===== config.mk =====
export PLATFORM = sky130hd
export DESIGN_NAME = sector_fifo_ctrlmod
export DESIGN_NICKNAME = d
export VERILOG_FILES = /design/src/rtl/sdcard_ctrl_pkg.sv /design/src/rtl/xfer_skidmod.sv /design/src/rtl/sector_fifo_ctrlmod.sv
export SDC_FILE = /design/constraint.sdc
export NUM_CORES = 1
export LEC_CHECK = 0
export CORE_UTILIZATION = 52
export CTS_BUF_LIST = sky130_fd_sc_hd__clkbuf_2 sky130_fd_sc_hd__clkbuf_4 sky130_fd_sc_hd__clkbuf_8
export DETAILED_ROUTE_END_ITERATION = 10
export GPL_ROUTABILITY_DRIVEN = 0
export PLACE_DENSITY = 0.83
export SLEW_MARGIN = 20
export SYNTH_ARGS = -nofsm -noshare
export SYNTH_HDL_FRONTEND = slang
export SYNTH_SLANG_ARGS = --single-unit
export TNS_END_PERCENT = 1

===== constraint.sdc =====
create_clock -name CLOCK -period 4.4 [get_ports CLOCK]
set_clock_uncertainty 0.05 [all_clocks]
set_input_delay 1.32 -clock CLOCK [delete_from_list [all_inputs] [get_ports CLOCK]]
set_output_delay 1.32 -clock CLOCK [all_outputs]
set_load 0.02 [all_outputs]

===== src/rtl/sdcard_ctrl_pkg.sv =====
// Shared sizes, write-FSM states and FIFO tag layout for the sector FIFO controller.
package sdcard_ctrl_pkg;

    localparam int unsigned DEPTH    = 1024;
    localparam int unsigned AW       = 10;
    localparam int unsigned SECTOR   = 512;
    localparam int unsigned BYTE_W   = 8;
    localparam int unsigned LEVEL_W  = AW + 1;
    localparam int unsigned ROOM_MAX = DEPTH - SECTOR;

    typedef enum logic [2:0] {
        IDLE,
        WAIT_ROOM,
        REQ,
        STREAM,
        DONE
    } wrState_t;

    typedef struct packed {
        logic full;
        logic empty;
    } fifoTag_t;

endpackage


===== src/rtl/xfer_skidmod.sv =====
// Two-entry output buffer that prefetches from the save FIFO and hides its one-cycle read latency.
module xfer_skidmod
    import sdcard_ctrl_pkg::*;
(
    input  logic              CLOCK,
    input  logic              RESET,
    input  logic              iAvail,
    input  logic [BYTE_W-1:0] iData,
    input  logic              iReady,
    output logic              oRdEn_c,
    output logic [BYTE_W-1:0] oData,
    output logic              oValid
);

    logic [BYTE_W-1:0] headQ;
    logic [BYTE_W-1:0] tailQ;
    logic [1:0]        occ;
    logic              inFlight;
    logic              pop;
    logic [1:0]        committed;

    assign oValid    = (occ != 2'd0);
    assign oData     = headQ;
    assign pop       = oValid && iReady;
    // Slots already claimed after this cycle's pop; a new read may only target a free slot.
    assign committed = occ + 2'(inFlight) - 2'(pop);
    assign oRdEn_c   = iAvail && (committed < 2'd2);

    // Capture the in-flight byte behind any remaining entry and shift on pop.
    always_ff @(posedge CLOCK or negedge RESET) begin
        if (!RESET) begin
            headQ    <= '0;
            tailQ    <= '0;
            occ      <= 2'd0;
            inFlight <= 1'b0;
        end else begin
            inFlight <= oRdEn_c;
            case ({inFlight, pop})
                2'b01: begin
                    headQ <= tailQ;
                    occ   <= occ - 2'd1;
                end
                2'b10: begin
                    if (occ == 2'd0) begin
                        headQ <= iData;
                    end else begin
                        tailQ <= iData;
                    end
                    occ <= occ + 2'd1;
                end
                2'b11: begin
                    if (occ == 2'd1) begin
                        headQ <= iData;
                    end else begin
                        headQ <= tailQ;
                        tailQ <= iData;
                    end
                end
                default: ;
            endcase
        end
    end

endmodule


===== src/rtl/sector_fifo_ctrlmod.sv =====
// Admits one SD sector into the save FIFO when it fits whole, and drains the FIFO to a valid/ready consumer.
module sector_fifo_ctrlmod
    import sdcard_ctrl_pkg::*;
(
    input  logic              CLOCK,
    input  logic              RESET,
    input  logic              iCall,
    output logic              oDone,
    output logic              oSdCall,
    input  logic [BYTE_W-1:0] iSdData,
    input  logic              iSdValid,
    output logic [1:0]        oFifoEn,
    output logic [BYTE_W-1:0] oFifoData,
    input  logic [BYTE_W-1:0] iFifoData,
    input  logic [1:0]        iFifoTag,
    output logic [BYTE_W-1:0] oData,
    output logic              oValid,
    input  logic              iReady,
    output logic [AW:0]       oLevel,
    output logic              oErr
);

    wrState_t           state;
    wrState_t           nextState;
    logic [AW-1:0]      byteCnt;
    logic [LEVEL_W-1:0] level;
    logic               sdCallReg;
    logic               errReg;
    fifoTag_t           tag;
    logic               sdStrobe;
    logic               lastByte;
    logic               wrEn;
    logic               rdEn;
    logic               fifoAvail;

    assign tag       = fifoTag_t'(iFifoTag);
    assign sdStrobe  = (state == STREAM) && iSdValid;
    assign lastByte  = sdStrobe && (byteCnt == AW'(SECTOR - 1));
    assign wrEn      = sdStrobe && !tag.full;
    assign fifoAvail = (level != '0) && !tag.empty;

    assign oFifoEn   = {wrEn, rdEn};
    assign oFifoData = iSdData;
    assign oDone     = (state == DONE);
    assign oSdCall   = sdCallReg;
    assign oLevel    = level;
    assign oErr      = errReg;

    // Write-FSM state register.
    always_ff @(posedge CLOCK or negedge RESET) begin
        if (!RESET) begin
            state <= IDLE;
        end else begin
            state <= nextState;
        end
    end

    // Next-state: wait for a whole sector of room, request, stream, then pulse done.
    always_comb begin
        nextState = state;
        case (state)
            IDLE:      if (iCall) nextState = WAIT_ROOM;
            WAIT_ROOM: if (level <= LEVEL_W'(ROOM_MAX)) nextState = REQ;
            REQ:       nextState = STREAM;
            STREAM:    if (lastByte) nextState = DONE;
            DONE:      nextState = IDLE;
            default:   nextState = IDLE;
        endcase
    end

    // Byte counter, SD request flag (REQ until first strobe) and sticky overflow error.
    always_ff @(posedge CLOCK or negedge RESET) begin
        if (!RESET) begin
            byteCnt   <= '0;
            sdCallReg <= 1'b0;
            errReg    <= 1'b0;
        end else begin
            if (sdStrobe) begin
                byteCnt <= lastByte ? '0 : byteCnt + AW'(1);
            end
            if ((state == WAIT_ROOM) && (nextState == REQ)) begin
                sdCallReg <= 1'b1;
            end else if (sdStrobe) begin
                sdCallReg <= 1'b0;
            end
            if (sdStrobe && tag.full) begin
                errReg <= 1'b1;
            end
        end
    end

    // Bytes held in the FIFO that have not yet been read out.
    always_ff @(posedge CLOCK or negedge RESET) begin
        if (!RESET) begin
            level <= '0;
        end else begin
            case ({wrEn, rdEn})
                2'b10:   level <= level + LEVEL_W'(1);
                2'b01:   level <= level - LEVEL_W'(1);
                default: level <= level;
            endcase
        end
    end

    xfer_skidmod uSkid (
        .CLOCK   (CLOCK),
        .RESET   (RESET),
        .iAvail  (fifoAvail),
        .iData   (iFifoData),
        .iReady  (iReady),
        .oRdEn_c (rdEn),
        .oData   (oData),
        .oValid  (oValid)
    );

endmodule


Word level (Yosys, flattened, before mapping)
Index checks and enable logic that the tools add are counted.
W data, S select, Z words.
{ "totals": {"ff_bits": 45, "in_bits": 23, "word_cells": 69} }
{ "op_classes": {"n_addsub": 7, "order_cmp": 2, "n_eq_ne": 15, "muxes": 15, "reduce_logical": 21} }
{ "op_table": {"columns": ["cell", "count"], "rows": [
  ["$mux W8", 4],
  ["$pmux W8 S3", 1],
  ["$pmux W11 S2", 1],
  ["$pmux W8 S2", 1],
  ["$pmux W3 S4", 1],
  ["$add A11 B1 Y11 const B", 1],
  ["$le A11 B10 Y1 const B", 1],
  ["$reduce_bool A11 Y1", 1],
  ["$sub A11 B1 Y11 const B", 1],
  ["$add A10 B1 Y10 const B", 1],
  ["$eq A10 B9 Y1 const B", 1],
  ["$mux W10", 1],
  ["$reduce_bool A2 Y1", 5],
  ["$eq A3 B2 Y1 const B", 3],
  ["$mux W3", 3],
  ["$logic_and A1 B1 Y1", 8],
  ["$eq A2 B1 Y1 const B", 3],
  ["$eq A2 B2 Y1 const B", 3],
  ["$ne A2 B2 Y1 const B", 2],
  ["$pmux W2 S2", 1],
  ["$eq A3 B1 Y1 const B", 1],
  ["$eq A3 B3 Y1 const B", 1],
  ["$logic_not A3 Y1", 1],
  ["$reduce_and A3 Y1", 1],
  ["11 further kinds", 13]
]} }

Depth between registers and ports, before layout
{ "logic_depth": {"word_depth": 8, "depth_mapped": 15, "ltp_nobuf": 15} }

Modules after synthesis
A second synthesis with hierarchy kept.
{ "unflattened": {"hier_cells": 326, "area_unflattened_um2": 3185.6} }
{ "modules_own_cells": {"columns": ["module", "n_inst", "cells_per_inst", "area_per_inst_um2", "seq_area_each_um2"], "rows": [
  ["sector_fifo_ctrlmod", 1, 205, 1960.6, 650.6],
  ["xfer_skidmod", 1, 121, 1224.9, 475.5]
]} }

Worst setup path after synthesis
OpenSTA, ideal clock, no wires.
{ "synth_path": {"path_type": "input-to-reg", "start": "input port iReady", "end": "register level[10] (netlist: oLevel[10])", "arrival_time_ns": 3.890, "setup_slack_ns": 0.374, "stages": 13, "path_buffers": 0, "cell_sequence": "and2b_1 nor2_1 a21oi_1 xnor2_1 nor3_1 ha_1 inv_1 fa_1 nor2b_4 o31a_1 o31a_1 mux2_1 nor3_1"} }
{ "synth_between": {"elab_chain_len": 6} }
{ "synth_lines": {"columns": ["item", "line_no", "text"], "rows": [
  ["start: declaration", "sector_fifo_ctrlmod.sv:18", "input logic iReady,"],
  ["$logic_and A1 B1 Y1 *", "xfer_skidmod.sv:24", "assign pop = oValid && iReady;"],
  ["$sub A2 B1 Y2 *", "xfer_skidmod.sv:26", "assign committed = occ + 2'(inFlight) - 2'(pop);"],
  ["$lt A2 B2 Y1 *", "xfer_skidmod.sv:27", "assign oRdEn_c = iAvail && (committed < 2'd2);"],
  ["$logic_and A1 B1 Y1 *", "xfer_skidmod.sv:27", null],
  ["via rdEn", "sector_fifo_ctrlmod.sv:33", "logic rdEn;"],
  ["$eq A2 B1 Y1 / $eq A2 B2 Y1 (equally long branches)", "sector_fifo_ctrlmod.sv:97", "case ({wrEn, rdEn})"],
  ["$pmux W11 S2 / $reduce_bool A2 Y1 (equally long branches)", null, null],
  ["end signal: assignment", "sector_fifo_ctrlmod.sv:98", "2'b10: level <= level + LEVEL_W'(1);"],
  ["end signal: assignment", "sector_fifo_ctrlmod.sv:99", "2'b01: level <= level - LEVEL_W'(1);"],
  ["end signal: assignment", "sector_fifo_ctrlmod.sv:100", "default: level <= level;"],
  ["end: declaration", "sector_fifo_ctrlmod.sv:26", "logic [LEVEL_W-1:0] level;"]
]} }
Mark *: on every way through the listed nets, which the timed path passes. The rest lies on a longest branch.
A chain may end at the register's enable or synchronous reset.

Final worst setup path
{ "layout_path": {"start": "input port iReady", "end": "output port oFifoEn[0]"} }
{ "layout_between": {"elab_chain_len": 4} }
{ "layout_lines": {"columns": ["item", "line_no", "text"], "rows": [
  ["$logic_and A1 B1 Y1", "xfer_skidmod.sv:24", null],
  ["$sub A2 B1 Y2", "xfer_skidmod.sv:26", null],
  ["$lt A2 B2 Y1", "xfer_skidmod.sv:27", null],
  ["$logic_and A1 B1 Y1", "xfer_skidmod.sv:27", null],
  ["end: declaration", "sector_fifo_ctrlmod.sv:12", "output logic [1:0] oFifoEn,"]
]} }
Every way passes these cells.

==> metrics.txt <==
PwrDens 740 nW/um2; Max Slew Vio Count 0; internal reg-to-reg setup slack 0.85 ns; Crit Path Max Fanout 6; post-DP HPWL 3.77 mm; Clock Path Buffers 2; Slew @ Worst Pin 0.687 ns; Core ar. 4720 um2; most area-consuming cells after synthesis dfrtp_1 (44%), ha_1 (6.9%), nand2_1 (4.6%), mux2_1 (4.0%), a21oi_1 (3.1%); Die Y 72.0 um; Reg2Reg Depth 16; Synth top cells by count dfrtp_1 (45), nand2_1 (31), nor2_1 (18), a21oi_1 (16), o21ai_1 (16); share of flip-flops with an asynchronous set or reset 100%; VDD IR max 0.547 mV; Setup crit end oFifoEn[0]; flop and latch count out of synthesis 45; largest area contributor in the netlist dfrtp_1; most frequent cell after synthesis dfrtp_1; RR Startpoint uSkid.occ[0]; global route total overflow 0; share of cells above drive strength 1 10.7%; Ports 56; Syn Inst Count 260; Syn. warnings 0; top cell type's share of synthesized area 44.2%; Post-CTS Hold Buffers 0; initial drt markers 74; Max-Cap Viols 0; clk slew on worst S/H paths 0.08 ns; total setup buffers inserted after CTS 0; Post-Syn Area 2550 um2; Worst R2R End oLevel[10]; fmax 236 MHz; hold depth 1; RSZ-0062 raised after global routing no; placed cells 368; crit start category input pin; Ant. Diodes 0; net count reported at finish 346; Worst Path Required 3.03 ns; routed vias/inst 5.44; crit path launch iReady; Worst EP arrival 2.87 ns; I/O Buffers 39; H-tree depth 2; total clock sinks 45; Synth Area per Inst 9.80 um2; top_reg_cell synth dfrtp_1; global-route wire length before repair 8.51 mm; Worst Setup End Kind output pin; vias 2045; Root Driver clkbuf_8; routed len/inst 13.2 um; Total GRT Usage 21.0%; Syn-to-layout area delta 23.2%; first-pass iteration count of the detailed router 4; drt drc 0; Setup-failing EPs final 0; status finished, final reports clean; count of cell types in the netlist 45; worst min-delay path class reg2reg; setup TNS 0 ns; LEAKAGE 1.37 nW; cts bufs inserted 5; final hold vios 0; relative slew slack 52.9%; initial antenna violation count 0; Net Count, Synth 298; Seq/Total Area, Yosys 44.2%; die width 72.0 um; number of global-route vias before repair 1949; Post-synth EDFFs 0; min Tclk post-route 4.24 ns; Initial Util 54.0%; FP Rows 25; Crit Path Class in2out; period utilization 96.4%; Cell Count, Final, Fillers Out 376; worst skew pair latency 0.30 ns; CTS tree done; largest net degree at the start of global routing 46; ANT nets after route 0; Total Die Area 5190 um2; final wirelength 4.97 mm
how the worst min path moves through the flow:
stage / startpoint / slack (ns) / endpoint
finish: oErr / 0.42 / oErr
global route: oErr / 0.43 / oErr
CTS: oErr / 0.42 / oErr
detailed placement: oErr / 0.40 / oErr
global placement: oErr / 0.39 / oErr
floorplan: byteCnt[8] / 0.40 / byteCnt[8]
registers in the layout (all words and copies together), names as in the netlist:
name            cells
oLevel             11
byteCnt            10
uSkid.oData         8
uSkid.tailQ         8
state               3
uSkid.occ           2
oErr                1
oSdCall             1
uSkid.inFlight      1
power breakdown:
part           leakage, nW  switching, mW  internal, mW
Clock               0.0445          0.147         0.113
Combinational        0.779          0.686         0.654
Sequential           0.547          0.146         0.579
worst max-delay path, stage by stage:
cell and delay [ns]:
clkdlybuf4s50_1 0.50, and2b_2 0.21, nor2_1 0.06, a21oi_1 0.15, xnor2_1 0.08, nor3_1 0.18
dlygate4sd2_1 0.38
per-layer routing:
metal | global-route usage, % | routed length (um) | vias up
li1 | - | - | 1023
met1 | 24.8 | 2180 | 973
met2 | 38.3 | 2510 | 44
met3 | 4.72 | 217 | 5
met4 | 5.88 | 59 | 0
met5 | 0 | 0 | -
per-stage QoR:
| stage | cell area (um2) | power, mW | util (%) | setup WS [ns] | hold WS [ns] |
|---|---|---|---|---|---|
| global route | 3140 | 2.52 | 66.5 | 0.00750 | 0.431 |
| detailed placement | 3050 | 2.08 | 64.5 | -0.176 | 0.398 |
| floorplan | 2550 | 1.61 | - | 0.374 | 0.396 |
| global placement | 3050 | 2.03 | 64.5 | -0.162 | 0.390 |
| finish | 3140 | 2.32 | 66.5 | 0.160 | 0.418 |
| CTS | 3140 | 2.34 | 66.4 | 0.0979 | 0.419 |
cell families (layout without fill, tap and decap cells):
family	after synthesis	after routing	synth area share, %
AND/OR/NAND/NOR	84	84	16.4
AO/OA/AOI/OAI	68	68	17.6
flip-flops	45	45	44.2
buffers and inverters	25	74	5.30
adder cells (fa/ha/maj)	15	15	7.66
XOR/XNOR	13	13	4.47
multiplexers	10	10	4.37
final cells by class:
cell class                 instances  area [um2]
clock buffer                       5        68.8
clock inverter                     3        21.3
fill                             383        1580
inverter                          10        37.5
multi-input combinational        190        1290
sequential                        45        1130
tap                               67        83.8
timing repair buffer              56         514
cells in the final DEF (no fill, tap or decap), drive strengths merged, types with 2 or more instances in the layout:
cell type      instances
o21a                   4
nand3                  4
nor3                   7
nand4                  5
nand2                 32
o41ai                  2
or3                    3
dfrtp                 45
mux2                   9
a22oi                  8
clkbuf                 5
a311oi                 3
nor2                  18
o21ai                 22
a21o                   2
o31ai                  2
xor2                   6
a211oi                 2
clkdlybuf4s50         37
a21oi                 16
nor2b                  2
nand2b                 5
o31a                   3
nor4                   3
xnor2                  7
ha                    14
buf                   18
inv                   11
repair_timing:
action	CTS	global route
setup endpoints to repair	1	1
resized for setup	1	1
pin swaps	0	0
No activity file was read; power rests on OpenSTA's default activity.
